--- config.mk ---
export PLATFORM = sky130hd
export DESIGN_NAME = irq_controller
export DESIGN_NICKNAME = d
export VERILOG_FILES = /design/src/rtl/irq_controller_pkg.sv /design/src/rtl/irq_sync.sv /design/src/rtl/irq_controller.sv
export SDC_FILE = /design/constraint.sdc
export NUM_CORES = 1
export LEC_CHECK = 0
export ABC_CLOCK_PERIOD_IN_PS = 1800
export CAP_MARGIN = 15
export CORE_AREA = 5 5 52 54
export CTS_BUF_LIST = sky130_fd_sc_hd__clkbuf_2 sky130_fd_sc_hd__clkbuf_4 sky130_fd_sc_hd__clkbuf_8
export CTS_CLUSTER_SIZE = 14
export DETAILED_ROUTE_END_ITERATION = 8
export DIE_AREA = 0 0 57 59
export GPL_TIMING_DRIVEN = 0
export PLACE_DENSITY = 0.76
export RECOVER_POWER = 50
export SLEW_MARGIN = 20
export SYNTH_ARGS = -nofsm -noshare
export SYNTH_HDL_FRONTEND = slang
export SYNTH_HIERARCHICAL = 1
export SYNTH_SLANG_ARGS = --single-unit
--- constraint.sdc ---
create_clock -name clock -period 1.8 [get_ports clock]
set_clock_uncertainty 0.2 [all_clocks]
set_input_delay 0.27 -clock clock [delete_from_list [all_inputs] [get_ports clock]]
set_output_delay 0.27 -clock clock [all_outputs]
set_load 0.02 [all_outputs]
--- src/rtl/irq_controller_pkg.sv ---
// Shared types and helpers for the interrupt source controller.
package irq_controller_pkg;

   localparam int IRQ_SRC_COUNT = 4;

   typedef logic [IRQ_SRC_COUNT-1:0] irq_vec_t;

   typedef enum logic [1:0] {
      IRQC_IDLE    = 2'd0,
      IRQC_REQ     = 2'd1,
      IRQC_SERVICE = 2'd2
   } irqc_state_t;

   // Isolate the lowest set bit; bit 0 is the highest-priority source.
   function automatic irq_vec_t lowest_set(input irq_vec_t v);
      return v & (~v + irq_vec_t'(1));
   endfunction

endpackage

--- src/rtl/irq_sync.sv ---
// Multi-flop synchroniser for one asynchronous request line, with a
// registered previous value feeding a rising-edge detect.
module irq_sync #(
   parameter int SYNC_STAGES = 2
) (
   input  logic clock,
   input  logic reset,
   input  logic i_async,
   output logic o_sync,
   output logic o_rise
);

   // SYNC_STAGES must be at least 2; the slice below relies on it.
   logic [SYNC_STAGES-1:0] r_chain;
   logic                   r_prev;

   // Shift the raw line through the chain and remember the last synced value.
   always_ff @(posedge clock) begin
      if (reset) begin
         r_chain <= '0;
         r_prev  <= 1'b0;
      end else begin
         r_chain <= {r_chain[SYNC_STAGES-2:0], i_async};
         r_prev  <= r_chain[SYNC_STAGES-1];
      end
   end

   assign o_sync = r_chain[SYNC_STAGES-1];
   assign o_rise = r_chain[SYNC_STAGES-1] & ~r_prev;

endmodule

--- src/rtl/irq_controller.sv ---
// Interrupt source side of the CPU handshake: synchronise requests, latch
// them as pending, raise irq for the highest-priority enabled source and
// present the serviced source as a one-hot cause until end-of-interrupt.
module irq_controller
   import irq_controller_pkg::*;
#(
   parameter int                       SYNC_STAGES = 2,
   parameter logic [IRQ_SRC_COUNT-1:0] EDGE_MASK   = 4'b1111
) (
   input  logic                     clock,
   input  logic                     reset,
   input  logic [IRQ_SRC_COUNT-1:0] src,
   input  logic [IRQ_SRC_COUNT-1:0] ie,
   input  logic                     ack,
   input  logic                     eoi,
   output logic                     irq,
   output logic [IRQ_SRC_COUNT-1:0] cause,
   output logic [IRQ_SRC_COUNT-1:0] lost
);

   irq_vec_t    w_sync;
   irq_vec_t    w_rise;
   irq_vec_t    w_sel;
   irq_vec_t    w_clr;

   irq_vec_t    r_pending;
   irq_vec_t    r_lost;
   irq_vec_t    r_held;
   irq_vec_t    r_cause;
   logic        r_irq;
   irqc_state_t r_state;

   genvar g;
   generate
      for (g = 0; g < IRQ_SRC_COUNT; g++) begin : g_sync
         irq_sync #(
            .SYNC_STAGES(SYNC_STAGES)
         ) u_sync (
            .clock  (clock),
            .reset  (reset),
            .i_async(src[g]),
            .o_sync (w_sync[g]),
            .o_rise (w_rise[g])
         );
      end
   endgenerate

   assign w_sel = lowest_set(r_pending & ie);
   // Only an eoi that ends a service clears anything, and only the served source.
   assign w_clr = (r_state == IRQC_SERVICE && eoi) ? r_cause : '0;

   // Pending and lost tracking; a new edge beats a same-cycle clear.
   always_ff @(posedge clock) begin
      if (reset) begin
         r_pending <= '0;
         r_lost    <= '0;
      end else begin
         for (int i = 0; i < IRQ_SRC_COUNT; i++) begin
            if (EDGE_MASK[i]) begin
               if (w_rise[i])
                  r_pending[i] <= 1'b1;
               else if (w_clr[i])
                  r_pending[i] <= 1'b0;

               if (w_clr[i])
                  r_lost[i] <= 1'b0;
               else if (w_rise[i] && r_pending[i])
                  r_lost[i] <= 1'b1;
            end else begin
               r_pending[i] <= w_sync[i];
               r_lost[i]    <= 1'b0;
            end
         end
      end
   end

   // Handshake FSM: the selection is frozen once irq is raised.
   always_ff @(posedge clock) begin
      if (reset) begin
         r_state <= IRQC_IDLE;
         r_irq   <= 1'b0;
         r_held  <= '0;
         r_cause <= '0;
      end else begin
         case (r_state)
            IRQC_IDLE: begin
               if (w_sel != '0) begin
                  r_held  <= w_sel;
                  r_irq   <= 1'b1;
                  r_state <= IRQC_REQ;
               end else begin
                  r_irq <= 1'b0;
               end
            end
            IRQC_REQ: begin
               if (ack) begin
                  r_irq   <= 1'b0;
                  r_cause <= r_held;
                  r_state <= IRQC_SERVICE;
               end
            end
            IRQC_SERVICE: begin
               if (eoi) begin
                  r_cause <= '0;
                  r_state <= IRQC_IDLE;
               end
            end
            default: begin
               r_state <= IRQC_IDLE;
               r_irq   <= 1'b0;
               r_cause <= '0;
            end
         endcase
      end
   end

   assign irq   = r_irq;
   assign cause = r_cause;
   assign lost  = r_lost;

endmodule

==> summary.txt <==
status: finished, final reports clean
Max Cap Viol: 0
post-synth top area cell: dfxtp_1
vias in the first global route: 873
reg2reg path depth: 3
Net Count, Synth: 118
worst-skew pair later-pin latency: 0.33 ns
beginning of the critical path: lost[2]$_SDFFE_PP0P_
Comb power frac: 9.3%
Seq pwr share: 55.4%
origin of the critical flop-to-flop path: r_pending[0]$_SDFFE_PP0P_
TritonCTS Buffers: 5
LEAKAGE: 0.5484 nW
area share of the leading cell type in the synthesized netlist: 56.43%
Area Growth Syn to Fin: 26.96%
sw frac: 22.18%
clk slew on worst S/H paths: 0.09 ns
Worst VDD drop: 0.6947 mV
stages on the worst setup path: 1
share of cells above drive strength 1: 14.93%
die area: 3363 um2
vias per cell: 5.469
Total Routing Usage GR: 15.03%
crit end category: primary output
Unique masters post-synth: 27
Final Cell Area: 1396 um2
Power Dens Cells: 935.0 nW/um2
Synth warnings: 6
Post-synth EDFFs: 0
CTS sink cnt: 31
antenna viol nets, final: 0
P_int: 1.016 mW
Fillers: 196
Die H: 59 um
Max Fclk: 578.2 MHz
critical path, cell by cell: clkdlybuf4s50_1
syn avg cell area: 10.38 um2
Starting DRT DRC Count: 37
CTS root buf: clkbuf_4
crit path max fanout: 2
min-delay src: g_sync[0].u_sync/r_chain[0]$_SDFF_PP0_
crit path max-delay cell type: clkdlybuf4s50_1
DRC: 0
CTS tree: done
register area share after synthesis: 56.43%
cts hold-fix bufs: 0
placed cell area: 1335 um2
Initial Util: 50.69%
I/O pin count: 21
CP peak stage delay: 0.60 ns
Max Slew Vio Count: 0
Congestion Overflow GR: 0
GP Congestion: 0.8979
HP Class: reg2reg
Worst Setup Start Kind: flop
row cnt: 17
Final Hold Fails: 0
Core Box Area: 2170 um2
CTS H-tree depth: 2
post-layout min period: 1.730 ns
pin count of the biggest net entering global routing: 16
hold path depth: 1
Reg2Reg Setup Slack: 0.14 ns
antenna violations before repair: 0
Power Total: 1.306 mW
NumNets Final: 145
Syn Inst Count: 106
port buffer count: 20
via count: 886
final setup fails: 0
CP top delay family: buffers and inverters
Ant. Diodes: 0
Die Width: 57 um
critical path class: reg2out
Bufs and invs on worst path: 1
Slew @ Worst Pin: 0.5479 ns
final wirelength: 2235 um
period utilisation layout: 96.09%
asr flop ratio synth: 0%
CP arrival: 1.26 ns
mapped cell area: 1100 um2
CTS Buffer Depth: 2
drt first pass iters: 4
switching power: 289.6 uW
HPWL Detailed: 1546 um
Max-Slew Margin vs Limit: 63.47%
Synth Flop Type: dfxtp_1
top post-synthesis cells by area: dfxtp_1 56%, nor2b_1 6.8%, a21oi_1 3.6%
clock power share: 35.3%
WL per Instance: 13.80 um
#FFs+latches synth: 31
CP Data Required Time: 1.33 ns
first-pass GRT wire length: 3815 um
RSZ-0062 raised after global routing: false
## cell type report
| cell class | count | area [um2] | share of cell area, % |
|---|---|---|---|
| Sequential cell | 31 | 620.6 | 44.44 |
| Clock buffer | 8 | 72.57 | 5.197 |
| Timing Repair Buffer | 21 | 190.2 | 13.62 |
| Buffer | 3 | 15.01 | 1.075 |
| Inverter | 2 | 8.758 | 0.6272 |
| Tap cell | 28 | 35.03 | 2.509 |
| Multi-Input combinational cell | 69 | 454.2 | 32.53 |
## power groups by stage
stage / sequential, mW / combinational (mW) / clock (mW)
floorplan: 0.740 / 0.0654 / 0
global placement: 0.738 / 0.118 / 0
detailed placement: 0.739 / 0.120 / 0
CTS: 0.723 / 0.121 / 0.474
global route: 0.727 / 0.135 / 0.515
finish: 0.723 / 0.121 / 0.461
## through the flow
stage / std cells / setup TNS, ns / util, % / hold slack [ns] / setup slack (ns)
after floorplan: 106 / 0 / - / 0.1416 / 0.2878
after global placement: 154 / -5.079 / 61.53 / 0.2169 / -0.4791
after detailed placement: 154 / -5.392 / 61.53 / 0.2282 / -0.4787
after CTS: 162 / 0 / 64.76 / 0.2497 / 0.002744
after global routing: 162 / 0 / 64.36 / 0.2612 / 0.004115
final: 162 / 0 / 64.36 / 0.2473 / 0.07046
## cells by family (layout without fill, tap and decap cells)
family / Yosys count / count (layout) / share of synthesized area, %
AOI/OAI and AO/OA: 33 / 33 / 22.07
and+or+nand+nor: 36 / 36 / 19.23
buffers and inverters: 6 / 34 / 2.275
DFF: 31 / 31 / 56.43
## path summary, 6_finish.rpt
path                                             to
min          g_sync[0].u_sync/r_chain[1]$_SDFF_PP0_
max reg2reg                        irq$_SDFFE_PP0P_
min reg2reg  g_sync[0].u_sync/r_chain[1]$_SDFF_PP0_
max                                         lost[2]
## per-layer routing
metal / track usage (%) / vias to the layer above / share of wire (%)
met2: 23.65 / 30 / 45
met4: 6.291 / 0 / 1.6
met1: 17.83 / 414 / 46
li1: - / 437 / -
met3: 6.754 / 5 / 7.5
met5: 0 / - / 0
## Yosys cell counts (2+ instances only)
| cell type | number |
|---|---|
| a21boi_0 | 4 |
| nand2_1 | 8 |
| nor2b_1 | 12 |
| a211oi_1 | 4 |
| o32ai_1 | 3 |
| clkbuf_1 | 2 |
| nor2b_2 | 4 |
| buf_2 | 2 |
| and3b_1 | 2 |
| a22o_1 | 3 |
| nor2_1 | 3 |
| a21oi_1 | 8 |
| nor3_1 | 2 |
| o21a_1 | 5 |
| dfxtp_1 | 31 |
| or2_2 | 2 |
## sequential cells by signal, indices dropped and copies added (netlist names)
name and count:
g_sync.u_sync/r_chain 8, cause 4, g_sync.u_sync/r_prev 4, lost 4, r_held 4, r_pending 4, r_state 2, irq 1
## repair_timing
item / in CTS / in global routing
pin swaps: 0 / 1
setup endpoints to repair: 7 / 4
buffers inserted: 0 / 1
gates cloned: 0 / 0
gates resized for setup: 6 / 2
## cell usage in the layout, fill, tap and decap left out, drive strengths merged
master	instances
nor2	3
o31a	1
clkinv	1
inv	1
o21a	5
nand3	1
and3b	2
a21boi	4
dlygate4sd2	4
nand4b	1
a22oi	1
a22o	3
o211a	1
a21oi	8
nand4	1
buf	3
o21ai	1
o221a	1
a211oi	4
o32ai	3
dfxtp	31
a222oi	1
or2	2
nor3	2
nand2	8
clkdlybuf4s50	14
nor2b	16
clkbuf	11
Power figures use the tool's default switching activity.
